File: config.mk
export PLATFORM = sky130hd
export DESIGN_NAME = fetch_queue_flat
export DESIGN_NICKNAME = d
export VERILOG_FILES = /design/src/rtl/fetch_queue_if.sv /design/src/rtl/fetch_queue.sv /design/src/flat_wrapper.sv
export SDC_FILE = /design/constraint.sdc
export NUM_CORES = 1
export LEC_CHECK = 0
export ABC_AREA = 0
export CORE_MARGIN = 3
export CORE_UTILIZATION = 45
export DETAILED_ROUTE_END_ITERATION = 10
export PLACE_DENSITY = 0.67
export SETUP_SLACK_MARGIN = 0.1
export SLEW_MARGIN = 15
export SYNTH_ARGS = -nofsm -noshare
export SYNTH_HDL_FRONTEND = slang
export SYNTH_SLANG_ARGS = --single-unit
File: constraint.sdc
create_clock -name clk -period 5.9 [get_ports clk]
set_input_delay 1.77 -clock clk [delete_from_list [all_inputs] [get_ports clk]]
set_output_delay 1.77 -clock clk [all_outputs]
set_load 0.005 [all_outputs]
File: src/rtl/fetch_queue_if.sv
// Fetch-stage port bundle: instruction memory read port, decode valid/ready
// handshake, and the redirect/halt controls coming back from later stages.
interface fetch_queue_if #(
   parameter int ADDR_W = 8
);
   logic              redirect_valid;
   logic [31:0]       redirect_pc;
   logic              halt_req;
   logic              halted;
   logic              mem_busy;
   logic              imem_req;
   logic [ADDR_W-1:0] imem_addr;
   logic [31:0]       imem_rdata;
   logic              inst_valid;
   logic              inst_ready;
   logic [31:0]       inst;
   logic [31:0]       inst_pc;
   logic [31:0]       inst_pc4;

   // master: the fetch queue itself
   modport master (
      input  redirect_valid, redirect_pc, halt_req, mem_busy, imem_rdata, inst_ready,
      output halted, imem_req, imem_addr, inst_valid, inst, inst_pc, inst_pc4
   );

   // slave: memory, decode and branch-resolution side
   modport slave (
      output redirect_valid, redirect_pc, halt_req, mem_busy, imem_rdata, inst_ready,
      input  halted, imem_req, imem_addr, inst_valid, inst, inst_pc, inst_pc4
   );
endinterface

File: src/rtl/fetch_queue.sv
// Instruction fetch stage with a DEPTH-entry prefetch FIFO, redirect flush and halt.
// Define FETCH_BYPASS_EN to present a response straight to decode when the FIFO is empty.
module fetch_queue #(
   parameter int          DEPTH    = 4,
   parameter int          ADDR_W   = 8,
   parameter logic [31:0] RESET_PC = 32'h0000_0000
) (
   input logic           clk,
   input logic           rst,
   fetch_queue_if.master bus
);
   localparam int          PTR_W = $clog2(DEPTH);
   localparam int          CNT_W = $clog2(DEPTH + 1);
   localparam logic [31:0] NOP   = 32'h0000_0013;

   typedef enum logic {RUN, HALTED} state_t;

   state_t           state;
   logic             halted_r;
   logic [31:0]      fetch_pc;
   logic             inflight;
   logic [31:0]      inflight_pc;
   logic [CNT_W-1:0] count;
   logic [CNT_W-1:0] count_next;
   logic [PTR_W-1:0] rd_ptr;
   logic [PTR_W-1:0] wr_ptr;

   logic [31:0]      pc_mem   [DEPTH];
   logic [31:0]      word_mem [DEPTH];

   logic [CNT_W-1:0] occupancy;
   logic             fetch_go;
   logic             resp_keep;
   logic             fifo_valid;
   logic             bypass;
   logic             out_valid;
   logic             pop;
   logic             pop_fifo;
   logic             push;
   logic [31:0]      head_word;
   logic [31:0]      head_pc;
   logic [31:0]      out_word;
   logic [31:0]      out_pc;
   logic             unused_redirect_lsbs;

   assign unused_redirect_lsbs = ^bus.redirect_pc[1:0];

   // Buffered plus outstanding words; never issue a read that could overflow the FIFO.
   assign occupancy = count + CNT_W'(inflight);
   assign fetch_go  = (state == RUN) && !rst && !bus.mem_busy && !bus.redirect_valid
                      && !bus.halt_req && (occupancy < CNT_W'(DEPTH));

   // A response is dropped when a redirect or reset lands in the cycle it returns.
   assign resp_keep  = inflight && !rst && !bus.redirect_valid;
   assign fifo_valid = (count != '0);
   assign head_word  = word_mem[rd_ptr];
   assign head_pc    = pc_mem[rd_ptr];

`ifdef FETCH_BYPASS_EN
   // An empty FIFO hands the returning word straight to decode; it is only
   // written into the FIFO if decode does not take it this cycle.
   assign bypass   = resp_keep && !fifo_valid;
   assign out_word = fifo_valid ? head_word : bus.imem_rdata;
   assign out_pc   = fifo_valid ? head_pc   : inflight_pc;
`else
   assign bypass   = 1'b0;
   assign out_word = head_word;
   assign out_pc   = head_pc;
`endif

   assign out_valid = !rst && !bus.redirect_valid && (fifo_valid || bypass);
   assign pop       = out_valid && bus.inst_ready;
   assign pop_fifo  = pop && fifo_valid;
   assign push      = resp_keep && !(bypass && bus.inst_ready);

   always_comb begin
      // NOTE: default first, so no branch can leave count_next unassigned and infer a latch.
      count_next = count;
      if (push && !pop_fifo) begin
         count_next = count + CNT_W'(1);
      end else if (pop_fifo && !push) begin
         count_next = count - CNT_W'(1);
      end
   end

   // NOTE: sequential state uses <= so every register sees pre-edge values of the others.
   always_ff @(posedge clk) begin
      if (rst) begin
         state       <= RUN;
         halted_r    <= 1'b0;
         fetch_pc    <= RESET_PC;
         inflight    <= 1'b0;
         inflight_pc <= RESET_PC;
         count       <= '0;
         rd_ptr      <= '0;
         wr_ptr      <= '0;
      end else if (bus.redirect_valid) begin
         state    <= RUN;
         halted_r <= 1'b0;
         fetch_pc <= {bus.redirect_pc[31:2], 2'b00};
         inflight <= 1'b0;
         count    <= '0;
         rd_ptr   <= '0;
         wr_ptr   <= '0;
      end else begin
         if (bus.halt_req) begin
            state    <= HALTED;
            halted_r <= 1'b1;
         end
         if (fetch_go) begin
            fetch_pc    <= fetch_pc + 32'd4;
            inflight_pc <= fetch_pc;
         end
         inflight <= fetch_go;
         if (push) begin
            wr_ptr <= wr_ptr + 1'b1;
         end
         if (pop_fifo) begin
            rd_ptr <= rd_ptr + 1'b1;
         end
         count <= count_next;
      end
   end

   // NOTE: storage is not reset; count and the pointers alone decide which entries are live.
   always_ff @(posedge clk) begin
      if (push) begin
         pc_mem[wr_ptr]   <= inflight_pc;
         word_mem[wr_ptr] <= bus.imem_rdata;
      end
   end

   assign bus.imem_req   = fetch_go;
   assign bus.imem_addr  = fetch_pc[ADDR_W-1:0];
   assign bus.inst_valid = out_valid;
   assign bus.inst       = out_valid ? out_word : NOP;
   assign bus.inst_pc    = out_pc;
   assign bus.inst_pc4   = out_pc + 32'd4;
   assign bus.halted     = halted_r;

endmodule
File: src/flat_wrapper.sv
// flat-port wrapper written by rule: the top's interface ports become plain ports
module fetch_queue_flat 
#(
   parameter int          DEPTH    = 4,
   parameter int          ADDR_W   = 8,
   parameter logic [31:0] RESET_PC = 32'h0000_0000
)
  (clk, rst, bus_redirect_valid, bus_redirect_pc, bus_halt_req, bus_mem_busy, bus_imem_rdata, bus_inst_ready, bus_halted, bus_imem_req, bus_imem_addr, bus_inst_valid, bus_inst, bus_inst_pc, bus_inst_pc4);
  fetch_queue_if #(.ADDR_W(ADDR_W)) bus_i ();
  input logic clk;
  input logic rst;
  input wire logic [$bits(bus_i.redirect_valid)-1:0] bus_redirect_valid;
  input wire logic [$bits(bus_i.redirect_pc)-1:0] bus_redirect_pc;
  input wire logic [$bits(bus_i.halt_req)-1:0] bus_halt_req;
  input wire logic [$bits(bus_i.mem_busy)-1:0] bus_mem_busy;
  input wire logic [$bits(bus_i.imem_rdata)-1:0] bus_imem_rdata;
  input wire logic [$bits(bus_i.inst_ready)-1:0] bus_inst_ready;
  output wire logic [$bits(bus_i.halted)-1:0] bus_halted;
  output wire logic [$bits(bus_i.imem_req)-1:0] bus_imem_req;
  output wire logic [$bits(bus_i.imem_addr)-1:0] bus_imem_addr;
  output wire logic [$bits(bus_i.inst_valid)-1:0] bus_inst_valid;
  output wire logic [$bits(bus_i.inst)-1:0] bus_inst;
  output wire logic [$bits(bus_i.inst_pc)-1:0] bus_inst_pc;
  output wire logic [$bits(bus_i.inst_pc4)-1:0] bus_inst_pc4;
  assign bus_i.redirect_valid = bus_redirect_valid;
  assign bus_i.redirect_pc = bus_redirect_pc;
  assign bus_i.halt_req = bus_halt_req;
  assign bus_i.mem_busy = bus_mem_busy;
  assign bus_i.imem_rdata = bus_imem_rdata;
  assign bus_i.inst_ready = bus_inst_ready;
  assign bus_halted = bus_i.halted;
  assign bus_imem_req = bus_i.imem_req;
  assign bus_imem_addr = bus_i.imem_addr;
  assign bus_inst_valid = bus_i.inst_valid;
  assign bus_inst = bus_i.inst;
  assign bus_inst_pc = bus_i.inst_pc;
  assign bus_inst_pc4 = bus_i.inst_pc4;
  fetch_queue #(.DEPTH(DEPTH), .ADDR_W(ADDR_W), .RESET_PC(RESET_PC)) u_core (.clk(clk), .rst(rst), .bus(bus_i));
endmodule
== Word-level counts from Yosys, hierarchy flattened ==
Memories as Yosys holds them, arrays and structs flattened. A register that Yosys moved wholly into a read port is not among the register bits.
Cells that the tools add are included.
Word-level totals
  output and inout port bits: 107
  bits of input ports: 70
  word-level logic and storage cells: 55
  register bits: 73
  bits in writable memories: 256
  memories kept: 2
Cells by class
  add/sub/neg operators: 7
  order comparisons: 1
  reduce and logical (&&, ||, !) cells: 24
  mux-type cells: 11
  bitwise logic cells: 2
Memory list
  u_core.pc_mem: words 4, width 32, rd ports 1, clocked after memory_dff 1, wr ports 1, RTL line fetch_queue.sv:28  | logic [31:0] pc_mem [DEPTH];
  u_core.word_mem: words 4, width 32, rd ports 1, clocked after memory_dff 1, wr ports 1, RTL line fetch_queue.sv:29  | logic [31:0] word_mem [DEPTH];
Operators by type and width (count)
  32-bit 2-to-1 mux: 3
  32-bit by 3-bit adder with 32-bit output, second input constant: 2
  1-bit logical AND: 13
  2-bit 2-to-1 mux: 4
  1-bit logical NOT: 6
  3-bit 2-to-1 mux: 2
  2-bit by 1-bit adder with 2-bit output, second input constant: 2
  2-bit nonzero test: 2
  3-bit by 1-bit adder with 3-bit output: 1
  3-bit by 1-bit adder with 3-bit output, second input constant: 1
  3-bit less-than comparator, second input constant: 1
  3-bit nonzero test: 1
  3-bit by 1-bit subtractor with 3-bit output, second input constant: 1
  1-bit 2-to-1 mux: 2
  1-bit inverter: 2
  2-bit AND reduction: 1
  2-bit OR reduction: 1

== Longest topological paths before layout ==
  depth after elaboration: 8
  gate-level depth with buffers: 10

== Worst setup path after synthesis ==
OpenSTA, ideal clock, no wires.
  kind: input -> output
  from: input rst
  to: output bus_imem_req
  stages on the path: 6
  buffers on the path: 2
  data required time: 4130 ps
  arrival: 3047 ps
  path slack: 1083 ps
  cell sequence: clkbuf_1 or2_2 nor4_4 nand2_1 inv_2 buf_1
Between the ends
  cells in the longest elaborated chain, start to end: 6
Ends and longest elaborated chain
  start, declared: RTL line flat_wrapper.sv:11  | input logic rst;
  1-bit logical NOT: RTL line fetch_queue.sv:50  | assign fetch_go = (state == RUN) && !rst && !bus.mem_busy && !bus.redirect_valid
  1-bit logical AND (3 in series): RTL line fetch_queue.sv:50
  1-bit logical AND (2 in series): RTL line fetch_queue.sv:51  | && !bus.halt_req && (occupancy < CNT_W'(DEPTH));
  end, declared: RTL line flat_wrapper.sv:19  | output wire logic [$bits(bus_i.imem_req)-1:0] bus_imem_req;
No other way between the ends.

==> summary.md <==
| Metric | Value |
|---|---|
| P_sw | `around 0.93 mW` |
| Clock power share | `44.2%` |
| Buf+Inv Stages, Crit Path | `2` |
| Maximum VDD drop | `0.000147 V` |
| TritonRoute pass-1 iters | `5` |
| Setup TNS | `0 ps` |
| Global Route Usage Sum | `17.5%` |
| Yosys reg bits | `319` |
| Rows | `between 60 and 70` |
| DP HPWL | `17400 um` |
| Vias in the first global route | `7634` |
| Final worst slack | `365 ps` |
| Cell variety after synth | `54` |
| Setup repair after global routing missed its margin | `no` |
| WP data arrival | `~3800 ps` |
| CP required | `4130 ps` |
| Final RePlAce weighted congestion | `0.827` |
| Leakage | `5.06 nW` |
| Number of warning messages in the yosys log | `0` |
| Clk buf depth | `3` |
| Core Area | `0.0289 mm^2` |
| Max-Cap Viols | `0` |
| Area grow syn2layout | `23.6%` |
| Share of cells above drive strength 1 | `13.9%` |
| DR WL/cell | `19.0 um` |
| Comb power frac | `3.5%` |
| First-pass GRT wire length | `43200 um` |
| Final min period | `5530 ps` |
| FMAX | `0.181 GHz` |
| Die Y-Extent | `between 150 and 200 um` |
| Post-route cell area | `around 0.016 mm^2` |
| Final period util | `93.8%` |
| Drt drc | `0` |
| H-tree depth | `2` |
| CTS resizes | `0` |
| PD cells | `between 200 and 300 mW/mm^2` |
| EDFF count, synth | `around 250` |
| Crit path kind | `reg2out` |
| Max FO, Critical Path | `27` |
| Largest net degree at the start of global routing | `63` |
| Seq/Total Area, Yosys | `67.1%` |
| Remaining global-route overflow | `0` |
| Syn avg cell area | `14.9 um^2` |
| DIE AREA | `between 0.03 and 0.04 mm^2` |
| Top delay family on crit path | `buffers and inverters` |
| Crit end category | `primary output` |
| Drt first-iter violations | `773` |
| Via density per instance | `5.38` |
| Switching fraction of total power | `between 10% and 20%` |
| Top FF cell, synth | `edfxtp_1` |
| Worst-path clk slew | `roughly 60 ps` |
| Initial antenna violation count | `0` |
| Worst hold-check path type | `reg2reg` |
| # nets final | `1129` |
| Via count of the routed design | `about 8k` |
| Setup Skew | `20.8 ps` |
| Seq pwr share | `52.3%` |
| Status | `finished, final reports clean` |
| Crit path largest cell delay | `620 ps` |
| Routed wire length | `27800 um` |
| Ys async rst share | `0%` |
| Final hold viol count | `0` |
| Slew at the pin with the worst max-slew slack | `949 ps` |
| Mapped Area | `roughly 0.013 mm^2` |
| Slew HR | `36.7%` |
| Post-CTS Setup Bufs | `0` |
| Finish-stage setup viols | `0` |
| Worst path slowest cell | `dfxtp_4` |
| Layout fillers | `around 2.3k` |
| P_int | `3.74 mW` |
| Clock Sink Count | `around 320` |
| Max Slew Vio Count | `0` |
| Buffers on Ports | `between 150 and 200` |
| Top Ports | `177` |
| Placement Cell Area | `0.0152 mm^2` |
| Die W | `177 um` |
| Crit-path cells | `buf_4 > mux4_2 > nand3_1 > nor3_1 > and2_1 > nand3b_1 > xnor2_1 > clkdlybuf4s50_1` |
| Mapped Cells | `approximately 890` |
| ANT cells | `0` |
| Antenna Nets Post-Route | `0` |
| Clk root buf | `clkbuf_16` |
| Clock latency on the worst-skew pair | `around 500 ps` |
| CTS tree | `done` |
| Nature of the critical path startpoint | `flop` |
| Hold buffers post-CTS | `0` |
| Place WS | `354 ps` |
| Num CTS Buffers | `34` |
| Initial Util | `45.8%` |
## power groups by stage
stage	Combinational, mW	Sequential [mW]	Clock [mW]
global route	0.180	2.45	2.21
floorplan	0.0746	2.48	0
detailed placement	0.165	2.49	0
CTS	0.166	2.44	2.12
global placement	0.163	2.49	0
finish	0.165	2.44	2.07
## area by class of cell
cell class	instances	area [um^2]	share of cell area [%]
timing repair buffer	184	1830	11.2
tap	384	480	2.94
inverter	11	41.3	0.253
clock buffer	43	946	5.79
multi-input combinational	501	4000	24.5
sequential	319	8870	54.3
clock inverter	18	160	0.981
## sequential cells by signal, summed over array words and instances, names as in the netlist, named ones only
name / count
u_core.word_mem: 128
u_core.pc_mem: 120
u_core.fetch_pc: 30
u_core.inflight_pc: 30
u_core.count: 3
u_core.rd_ptr: 2
u_core.wr_ptr: 2
u_core.inflight: 1
u_core.state: 1
## worst reg2reg max path, cell delays in order (launching register included)
cell and delay, ps:
dfxtp_1 360, nor3_1 500, nor2_2 40, buf_4 230, buf_4 170, nand2_1 100
ha_1 210, inv_1 60, fa_1 370, xor2_1 150, or3_1 310, a21oi_1 140
## per-layer routing
metal	global-route usage, %	up-vias	wire, um	part of all wire (%)
met5	0	-	0	0
met4	4.38	0	509	1.8
met3	2.85	29	1580	5.7
met2	27.7	264	13300	48
met1	25.5	3872	12500	45
li1	-	3688	-	-
## layout by cell type (no fill, tap or decap), types with 15 or more instances in the layout
master / Yosys / final
a21oi_1: 58 / 58
a31oi_1: 15 / 15
and2_1: 35 / 35
clkbuf_16: 0 / 35
clkdlybuf4s50_1: 0 / 167
dfxtp_1: 71 / 69
edfxtp_1: 248 / 248
mux4_2: 53 / 53
nand2_1: 96 / 95
nand3_1: 26 / 26
nor2_1: 39 / 38
o21ai_0: 19 / 19
xnor2_1: 18 / 18
xor2_1: 17 / 17
## synthesized netlist by cell type (all sizes together), types with 2 or more instances
cell type  count  area (um^2)
or2            3         18.8
and2          35          219
a221oi         2         17.5
nor2          39          146
nor2b          5         31.3
a21oi         58          290
xnor2         18          158
nand2b         3         18.8
o21ai         19         95.1
buf           29          228
or3            7         43.8
nand2         97          367
clkbuf        30          113
a21o           3         22.5
a31oi         15         93.8
dfxtp         71         1420
inv           11         41.3
nor4           6         73.8
nand3b         3         22.5
nand4         11         75.1
a32oi          3         26.3
xor2          17          149
nand3         29          168
edfxtp       248         7450
mux2           3         33.8
nor3          13         85.1
and4           8         70.1
a22oi          3         22.5
mux2i          4         40.0
mux4          62         1430
and3          16          100
ha             7         87.6
## cell families (layout without fill, tap and decap cells)
group	Yosys count	in the layout	synth area share (%)
AOI/OAI and AO/OA	106	106	4.48
xor gates and xnor gates	35	35	2.32
adders and majority gates	8	8	0.814
buffers and inverters	70	256	2.89
DFF	319	319	67.1
muxes	69	69	11.4
other	1	6	0.0284
and+or+nand+nor	277	277	11.0
## path summary, 6_finish.rpt
path	slack (ps)	startpoint	depth (start not counted)	end
worst max-delay path	370	flop	8	bus_inst_pc4[31]
worst min-delay path	470	u_core.fetch_pc[31]$_SDFFE_PP0P_	2	u_core.inflight_pc[31]$_SDFFE_PP0P_
worst max register to register	3190	u_core.count[0]$_SDFFE_PP0P_	11	u_core.count[2]$_SDFFE_PP0P_
worst min register to register	470	u_core.fetch_pc[31]$_SDFFE_PP0P_	2	u_core.inflight_pc[31]$_SDFFE_PP0P_
## per-stage QoR
step	utilization [%]	cells	total power, mW	hold WS, ps
after floorplan	-	890	2.56	442
after global placement	52.8	1399	2.65	463
after detailed placement	52.8	1399	2.66	471
after CTS	56.6	1460	4.73	462
after global routing	56.6	1460	4.83	486
final	56.6	1460	4.68	467
No activity file was read; power rests on OpenSTA's default activity.
